==> src/rtl/mem_wb_stage.sv <==
// mem_wb_stage: final pipeline stage. Register write-back for ALU results,
// data-memory loads/stores over a request/acknowledge handshake, with a
// bounded wait that aborts the access and flags WB_err on timeout.
module mem_wb_stage #(
   parameter int unsigned ADDR_W  = 8,
   parameter int unsigned TIMEOUT = 16
) (
   input  logic              clk,
   input  logic              rst,
   input  logic [0:5]        EX_function_bit,
   input  logic [0:4]        EX_rD,
   input  logic [0:4]        EX_PPPWW,
   input  logic [0:63]       EX_result,
   input  logic [0:63]       EX_store_data,
   input  logic              EX_wb_en,
   input  logic              EX_wmem_en,
   output logic [0:ADDR_W-1] DM_addr,
   output logic              DM_rd_en,
   output logic              DM_wr_en,
   output logic [0:63]       DM_wdata,
   input  logic [0:63]       DM_rdata,
   input  logic              DM_ack,
   output logic              WB_en,
   output logic [0:4]        WB_rD,
   output logic [0:4]        WB_PPPWW,
   output logic [0:63]       WB_data,
   output logic              WB_stall,
   output logic              WB_err
);

   typedef enum logic [1:0] {IDLE, LD_WAIT, ST_WAIT} state_t;

   state_t            state_q, state_d;
   logic [7:0]        cnt_q, cnt_d;
   logic [0:4]        ld_rd_q, ld_rd_d;
   logic [0:4]        ld_pppww_q, ld_pppww_d;
   logic [0:ADDR_W-1] dm_addr_q, dm_addr_d;
   logic              dm_rd_en_q, dm_rd_en_d;
   logic              dm_wr_en_q, dm_wr_en_d;
   logic [0:63]       dm_wdata_q, dm_wdata_d;
   logic              wb_en_q, wb_en_d;
   logic [0:4]        wb_rd_q, wb_rd_d;
   logic [0:4]        wb_pppww_q, wb_pppww_d;
   logic [0:63]       wb_data_q, wb_data_d;
   logic              wb_err_q, wb_err_d;

   logic              is_store, is_load, is_alu, timeout_hit;
   logic              unused_addr_hi;

   // Upper address bits are discarded by design.
   assign unused_addr_hi = ^EX_result[0:63-ADDR_W];

   // Instruction decode; a set memory-write flag forces a store.
   always_comb begin
      is_store    = (EX_function_bit == 6'b100000) || EX_wmem_en;
      is_load     = !is_store && (EX_function_bit == 6'b010000);
      is_alu      = !is_store && (EX_function_bit[0:1] == 2'b00) && EX_wb_en;
      timeout_hit = (cnt_q == 8'(TIMEOUT - 1));
   end

   // Next-state and next-output computation; ack takes priority over timeout.
   always_comb begin
      state_d    = state_q;
      cnt_d      = cnt_q;
      ld_rd_d    = ld_rd_q;
      ld_pppww_d = ld_pppww_q;
      dm_addr_d  = dm_addr_q;
      dm_rd_en_d = dm_rd_en_q;
      dm_wr_en_d = dm_wr_en_q;
      dm_wdata_d = dm_wdata_q;
      wb_en_d    = 1'b0;
      wb_rd_d    = wb_rd_q;
      wb_pppww_d = wb_pppww_q;
      wb_data_d  = wb_data_q;
      wb_err_d   = 1'b0;
      case (state_q)
         IDLE: begin
            if (is_store) begin
               dm_addr_d  = EX_result[64-ADDR_W:63];
               dm_wdata_d = EX_store_data;
               dm_wr_en_d = 1'b1;
               cnt_d      = '0;
               state_d    = ST_WAIT;
            end else if (is_load) begin
               dm_addr_d  = EX_result[64-ADDR_W:63];
               dm_rd_en_d = 1'b1;
               ld_rd_d    = EX_rD;
               ld_pppww_d = EX_PPPWW;
               cnt_d      = '0;
               state_d    = LD_WAIT;
            end else if (is_alu) begin
               wb_en_d    = (EX_rD != '0);
               wb_rd_d    = EX_rD;
               wb_pppww_d = EX_PPPWW;
               wb_data_d  = EX_result;
            end
         end
         LD_WAIT: begin
            if (DM_ack) begin
               dm_rd_en_d = 1'b0;
               wb_en_d    = (ld_rd_q != '0);
               wb_rd_d    = ld_rd_q;
               wb_pppww_d = ld_pppww_q;
               wb_data_d  = DM_rdata;
               state_d    = IDLE;
            end else if (timeout_hit) begin
               dm_rd_en_d = 1'b0;
               wb_err_d   = 1'b1;
               state_d    = IDLE;
            end else begin
               cnt_d = cnt_q + 8'd1;
            end
         end
         ST_WAIT: begin
            if (DM_ack) begin
               dm_wr_en_d = 1'b0;
               state_d    = IDLE;
            end else if (timeout_hit) begin
               dm_wr_en_d = 1'b0;
               wb_err_d   = 1'b1;
               state_d    = IDLE;
            end else begin
               cnt_d = cnt_q + 8'd1;
            end
         end
         default: begin
            dm_rd_en_d = 1'b0;
            dm_wr_en_d = 1'b0;
            state_d    = IDLE;
         end
      endcase
   end

   // State and registered outputs with synchronous reset.
   always_ff @(posedge clk) begin
      if (rst) begin
         state_q    <= IDLE;
         cnt_q      <= '0;
         ld_rd_q    <= '0;
         ld_pppww_q <= '0;
         dm_addr_q  <= '0;
         dm_rd_en_q <= 1'b0;
         dm_wr_en_q <= 1'b0;
         dm_wdata_q <= '0;
         wb_en_q    <= 1'b0;
         wb_rd_q    <= '0;
         wb_pppww_q <= '0;
         wb_data_q  <= '0;
         wb_err_q   <= 1'b0;
      end else begin
         state_q    <= state_d;
         cnt_q      <= cnt_d;
         ld_rd_q    <= ld_rd_d;
         ld_pppww_q <= ld_pppww_d;
         dm_addr_q  <= dm_addr_d;
         dm_rd_en_q <= dm_rd_en_d;
         dm_wr_en_q <= dm_wr_en_d;
         dm_wdata_q <= dm_wdata_d;
         wb_en_q    <= wb_en_d;
         wb_rd_q    <= wb_rd_d;
         wb_pppww_q <= wb_pppww_d;
         wb_data_q  <= wb_data_d;
         wb_err_q   <= wb_err_d;
      end
   end

   assign DM_addr  = dm_addr_q;
   assign DM_rd_en = dm_rd_en_q;
   assign DM_wr_en = dm_wr_en_q;
   assign DM_wdata = dm_wdata_q;
   assign WB_en    = wb_en_q;
   assign WB_rD    = wb_rd_q;
   assign WB_PPPWW = wb_pppww_q;
   assign WB_data  = wb_data_q;
   assign WB_err   = wb_err_q;
   assign WB_stall = (state_q != IDLE);

endmodule
==> config.mk <==
export PLATFORM = sky130hd
export DESIGN_NAME = mem_wb_stage
export DESIGN_NICKNAME = d
export VERILOG_FILES = /design/src/rtl/mem_wb_stage.sv
export SDC_FILE = /design/constraint.sdc
export NUM_CORES = 1
export LEC_CHECK = 0
export BUFFER_PORTS_ARGS = -buffer_cell sky130_fd_sc_hd__buf_2
export CAP_MARGIN = 20
export CORE_MARGIN = 4
export CORE_UTILIZATION = 41
export DETAILED_ROUTE_END_ITERATION = 12
export PLACE_DENSITY = 0.85
export SYNTH_ARGS = -nofsm -noshare
export SYNTH_HDL_FRONTEND = slang
export SYNTH_SLANG_ARGS = --single-unit
==> constraint.sdc <==
create_clock -name clk -period 2 [get_ports clk]
set_input_delay 0.2 -clock clk [delete_from_list [all_inputs] [get_ports clk]]
set_output_delay 0.2 -clock clk [all_outputs]
set_load 0.005 [all_outputs]
==> qor.csv, run 1 <==
metric,value,unit
run_status,"finished, final reports clean",
synth_nets,999,
insertion_delay,0.42,ns
postSynth.topFlopCell,dfxtp_1,
cts_htree_levels,4,
number_of_flops_mapped_to_enable_cells_by_yosys,0,
fraction_of_the_cycle_the_final_worst_path_needs,0.947,
layout.cells.most_common,buf_2,
peak_freq,528,MHz
wire_length_of_the_first_global_routing_pass,34.6,mm
synth_top_area_cell,dfxtp_1,
core-area,0.0173,sq mm
clk_pin_slew_worst_paths,0.07,ns
worstPathCellList,inv_2 -> ha_4 -> nor2b_1 -> o2111ai_1 -> or4_1 -> a21oi_1,
p_int,7.04,mW
drt-pass1-iter-count,5,
cpLargestDelayFamily,simple AND/OR/NAND/NOR gates,
top_post_synthesis_cells_by_area,"dfxtp_1 (47%), mux2i_1 (12%), a211oi_2 (8.7%), nand2_1 (6.9%), a21oi_1 (6.0%)",
final_cell_mix,"buf_2 (362), dfxtp_1 (169), nand2_1 (132), nor2_1 (88), a21oi_1 (87)",
postRouteAntennaNets,0,
min_path_type,in2reg,
vias,6987,
cellPowerDensity,1040,mW/mm^2
drc,0,
drv_cap,0,
worst-path-buf-inv,1,
antenna_found_initial,1,
final_hold_viol_count,0,
routed_via_density,5.07,
detail_route.wl_per_cell,16.4,um
ir_drop,779,uV
grt_util_all_layers,0.216,
clock_sink_count,170,
timing.critical_path.arrival,2.23,ns
clk_path_buf_depth,2,
synth_seq_area_share,0.471,
max_slew.worst_pin.slew,0.714,ns
grt_setup_unrepaired,no,
cellLeakagePower,4.53,nW
seq_power_share,0.395,
root_buffer,clkbuf_16,
placementRows,48,
netSwitchingPower,3.49,mW
placement.io_buffers,363,
cts_setup_buffers,0,
critical_path.startpoint_type,register,
p_sw_frac,0.331,
fin_crit,1.89,ns
routability_congestion_estimate_from_global_placement,0.892,
wirelength,22.7,mm
critPathKind,reg2reg,
diodes,0,
fin_setup_tns,0,ns
post_synth.cell_area_avg,9.25,sq um
synthArstFlopShare,0,
ys_ff_latch,170,
first_global_vias,6831,
combPwrFrac,0.296,
die_area,0.0198,sq mm
crit_required,2.34,ns
setup_viol_count_final,0,
cts-buffers-inserted,17,
critical_path.slowest_cell,or4_1,
initial_utilization,0.418,
die_height,141,um
critPathCaptureType,register,
floorplan_die_width,141,um
skew,0.00618,ns
layout.nets,1358,
yosysWarnings,0,
netlist_area,0.00723,sq mm
hold-worst-slack,0.0190,ns
yosys.cell_types.count,43,
place.detailed.hpwl,17.0,mm
pwr-share-clk,0.309,
pins_over_their_slew_limit,0,
grt_overflow,0,
largest_fanout_on_the_critical_path,5,
area_growth,40.3,%
final_core_utilization,0.586,
cell_count_after_synthesis,782,
cts_tree,done,
cp_slowest_stage_delay,0.52,ns
synth.top_cell.area_share,0.471,
io_pins,364,
p_total,10.5,mW
drt_iter0_markers,359,
grt_max_degree,69,
post_route_cells_drive_above_1_share,0.424,
relative_slew_slack,0.524,
==> layout make-up <==
cell class	instances	area, sq um
multi-input combinational	543	3550
tap	225	282
clock buffer	18	439
timing repair buffer	403	2290
inverter	6	22.5
sequential	170	3400
clock inverter	14	151
fill	1514	7150
==> repair_timing <==
action | 4_1_cts | 5_1_grt
pin swaps | 0 | 0
hold endpoints to repair | 7 | 2
resized for setup | 1 | 7
hold buffers | 7 | 2
setup endpoints to repair | 19 | 80
==> cell families after synthesis <==
kind of cell,after synthesis,synth area share
XOR/XNOR,1,0.00121
buffers and inverters,69,0.0457
AO/OA/AOI/OAI,198,0.208
flip-flops,170,0.471
multiplexers,85,0.118
adder cells (fa/ha/maj),4,0.00692
AND/OR/NAND/NOR,255,0.150
==> path summary, 6_finish.rpt <==
kind | startpoint | to | slack (ns) | cells after the start
setup / recovery | state_q[1] | cnt_q[6] | 0.11 | 6
hold / removal | EX_store_data[10] | DM_wdata[10] | 0.02 | 3
setup reg to reg | state_q[1] | cnt_q[6] | 0.11 | 6
hold reg to reg | DM_wdata[62] | DM_wdata[62] | 0.45 | 2
==> stage by stage <==
stage	cell area, sq um	instances	worst slack, ns
floorplan	7230	782	0.114
global placement	9440	1338	0.0680
detailed placement	9440	1338	-0.0520
CTS	10100	1377	0.0380
global route	10100	1379	0.00351
finish	10100	1379	0.106
==> synthesized netlist by cell type (2+ instances only) <==
cell type and count:
nor4bb_1 2, clkbuf_1 35, buf_2 12, inv_1 6, mux2i_1 85, nand2b_1 3
a211oi_2 50, a31oi_1 2, nor3b_1 3, nor2_1 88, buf_1 6, o2111ai_1 3
buf_4 5, nor3_1 2, a21oi_1 87, a211oi_1 25, buf_6 5, or4_1 7
dfxtp_1 170, o31ai_1 8, nor2b_1 3, nand2_1 132, or4b_1 2, nand3_1 8
ha_1 4, o21ai_0 12
==> state kept, by name, indices dropped and copies added (netlist names), 2 cells and up <==
| name | count |
|---|---|
| DM_addr | 8 |
| DM_wdata | 64 |
| WB_PPPWW | 5 |
| WB_data | 64 |
| WB_rD | 5 |
| cnt_q | 8 |
| ld_pppww_q | 5 |
| ld_rd_q | 5 |
| state_q | 2 |
==> per-layer routing <==
layer	GRT usage	vias up	wire [um]
met5	0	-	13
met1	0.257	3226	9000
li1	-	3464	-
met2	0.372	251	11500
met3	0.0661	44	1560
met4	0.0714	2	624
==> worst reg2reg max path: stages, from the launching register on <==
cell	delay (ns)
dfxtp_1	0.37
inv_2	0.08
ha_4	0.29
nor2b_1	0.18
o2111ai_1	0.22
or4_1	0.52
a21oi_1	0.17
==> power groups by stage <==
stage | registers, mW | clock network, mW | logic [mW]
finish | 4.16 | 3.25 | 3.12
floorplan | 4.27 | 0 | 1.75
global placement | 4.20 | 0 | 2.98
detailed placement | 4.22 | 0 | 3.08
global route | 4.21 | 3.48 | 3.42
CTS | 4.16 | 3.34 | 3.11
(Power assumes the default switching activity.)
==> run 2: changes to the inputs <==
--- a/config.mk
+++ b/config.mk
@@ -11,6 +11,7 @@
 export CORE_UTILIZATION = 41
 export DETAILED_ROUTE_END_ITERATION = 12
 export PLACE_DENSITY = 0.85
+export REMOVE_ABC_BUFFERS = 1
 export SYNTH_ARGS = -nofsm -noshare
 export SYNTH_HDL_FRONTEND = slang
 export SYNTH_SLANG_ARGS = --single-unit
==> run 2 against run 1 <==
- clock power about the same
- hold slack is essentially flat
- utilization grew 2.1 points
- fmax decreased by 2.7%
- clock skew up 0.0032 ns
- first-iteration DRC count grew 11%
- routed wire length increased by 12%
- clock-buffer cell count rose by 1
- critical path depth up 2
- via count rose by 4.1%
- critical path type unchanged
- largest power group unchanged
==> qor.csv, run 2 (same netlist as run 1, synthesis figures left out) <==
metric,value,unit
run_status,"finished, final reports clean",
reg2reg_depth,8,
grt_util_all_layers,0.235,
rr_endpoint,DM_wdata[36],
final_cell_count_without_fillers,1409,
critPathKind,reg2reg,
cp_slowest_stage_delay,0.37,ns
layout.cells.most_common,buf_2,
crit_required,2.34,ns
place.detailed.hpwl,17.4,mm
worst_r2r_startpoint,state_q[1],
pins_over_their_slew_limit,0,
routed_via_density,5.16,
layout.nets,1388,
routability_congestion_estimate_from_global_placement,0.841,
die_area,0.0198,sq mm
drv_cap,0,
dpl-instance-area,0.00941,sq mm
peak_freq,514,MHz
placement.io_buffers,363,
timing.critical_path.arrival,2.29,ns
critical_path.startpoint_type,register,
clock_sink_count,170,
grt_max_degree,67,
ir_drop,611,uV
final_hold_viol_count,0,
whs_endpoint,DM_wdata[47],
cts_htree_levels,4,
cellLeakagePower,4.69,nW
initial_utilization,0.418,
postRouteAntennaNets,0,
area_growth,45.2,%
wirelength,25.4,mm
final_cell_mix,"buf_2 (362), dfxtp_1 (170), nand2_1 (132), nor2_1 (88), a21oi_1 (87)",
drt_iter0_markers,397,
cpLargestDelayFamily,compound AO/OA/AOI/OAI gates,
min_path_type,in2reg,
cts_tree,done,
hold-worst-slack,0.0188,ns
placedCellCount,1334,
setup_viol_count_final,0,
skew,0.00941,ns
fraction_of_the_cycle_the_final_worst_path_needs,0.973,
drc,0,
critPathCaptureType,register,
cts-buffers-inserted,17,
clk_path_buf_depth,2,
timing.hold.worst.start,EX_store_data[47],
critical_path.slowest_cell,a32oi_4,
first_global_vias,7292,
fin_crit,1.95,ns
fin_setup_tns,0,ns
antenna_found_initial,1,
min_path_cells,3,
io_pins,364,
detail_route.wl_per_cell,18.0,um
die_height,141,um
clk_pin_slew_worst_paths,0.07,ns
grt_overflow,0,
wire_length_of_the_first_global_routing_pass,37.5,mm
largest_fanout_on_the_critical_path,16,
worst-path-buf-inv,3,
p_total,10.7,mW
post_route_cells_drive_above_1_share,0.415,
core-area,0.0173,sq mm
max_slew.worst_pin.slew,0.608,ns
placementRows,48,
vias,7274,
r2r_setup_slack,0.05,ns
drt-pass1-iter-count,5,
critical_path.most_common_cell,buf_12,
worstPathCellList,inv_1 -> ha_4 -> buf_12 -> nor2b_2 -> a32oi_4 -> buf_12 -> nand2_1 -> a21oi_1,
relative_slew_slack,0.595,
insertion_delay,0.42,ns
floorplan_die_width,141,um
stdcell_area,0.0105,sq mm
root_buffer,clkbuf_16,
cellPowerDensity,1020,mW/mm^2
## run 2: cell count changes in the layout (fill, tap and decap cells not counted), moves of 2 or more
cell,delta
nor2b_1,-3
dlygate4sd3_1,+28
clkinv_8,-2
clkinv_2,+3
clkbuf_16,+4
inv_8,-5
nor2b_2,+3
buf_4,-3
## run 2: layout make-up
cell class,count,area [sq um]
diodes,1,2.50
clock buffers,19,453
clock inverters,12,116
fillers,1412,6790
inverters,6,22.5
multi-input cells,543,3560
flip-flops and latches,170,3400
well taps,225,282
repair buffers,433,2660
## run 2: metrics by stage
| step | utilization | setup slack, ns |
|---|---|---|
| 3_3_place_gp | 0.544 | 0.0434 |
| 5_1_grt | 0.607 | -0.0211 |
| 4_1_cts | 0.599 | 0.00261 |
| 2_1_floorplan | - | -5.59 |
| 6_report | 0.607 | 0.0541 |
| 3_5_place_dp | 0.544 | -0.0385 |
## run 2: worst max-delay path by stage
stage	startpoint	endpoint	slack, ns	depth (start not counted)
4_1_cts	state_q[1]	DM_wdata[45]	0.003	8
3_3_place_gp	state_q[0]	cnt_q[6]	0.04	6
5_1_grt	state_q[0]	DM_wdata[56]	-0.02	8
3_5_place_dp	state_q[0]	cnt_q[6]	-0.04	6
2_1_floorplan	state_q[1]	WB_PPPWW[3]	-5.59	6
6_report	state_q[1]	DM_wdata[36]	0.05	8
## run 2: per-layer routing
layer | track usage | share of wire | up-vias | wire [um]
met5 | 0 | 0 | - | 0
met4 | 0.0755 | 0.023 | 0 | 591
met3 | 0.0912 | 0.099 | 36 | 2520
met2 | 0.431 | 0.52 | 335 | 13100
met1 | 0.247 | 0.36 | 3376 | 9170
li1 | - | - | 3527 | -
## run 2: tightest hold or removal path: stages
cell     delay (ns)
buf_2          0.10
nand2_1        0.05
a21oi_1        0.05
## run 2: repair_timing
| action | in CTS | in global routing |
|---|---|---|
| pin swaps | 0 | 1 |
| hold buffers | 37 | 0 |
| buffers inserted | 0 | 1 |
| setup endpoints to repair | 14 | 115 |
| endpoints found under the hold margin | 37 | 0 |
| gates resized for setup | 2 | 7 |
| cloned | 0 | 5 |
## run 2: power by group
group / internal [mW] / total, mW / switching (mW)
combinational: 1.54 / 3.32 / 1.78
sequential: 3.90 / 4.17 / 0.271
clock: 1.79 / 3.22 / 1.42
total: 7.23 / 10.7 / 3.48
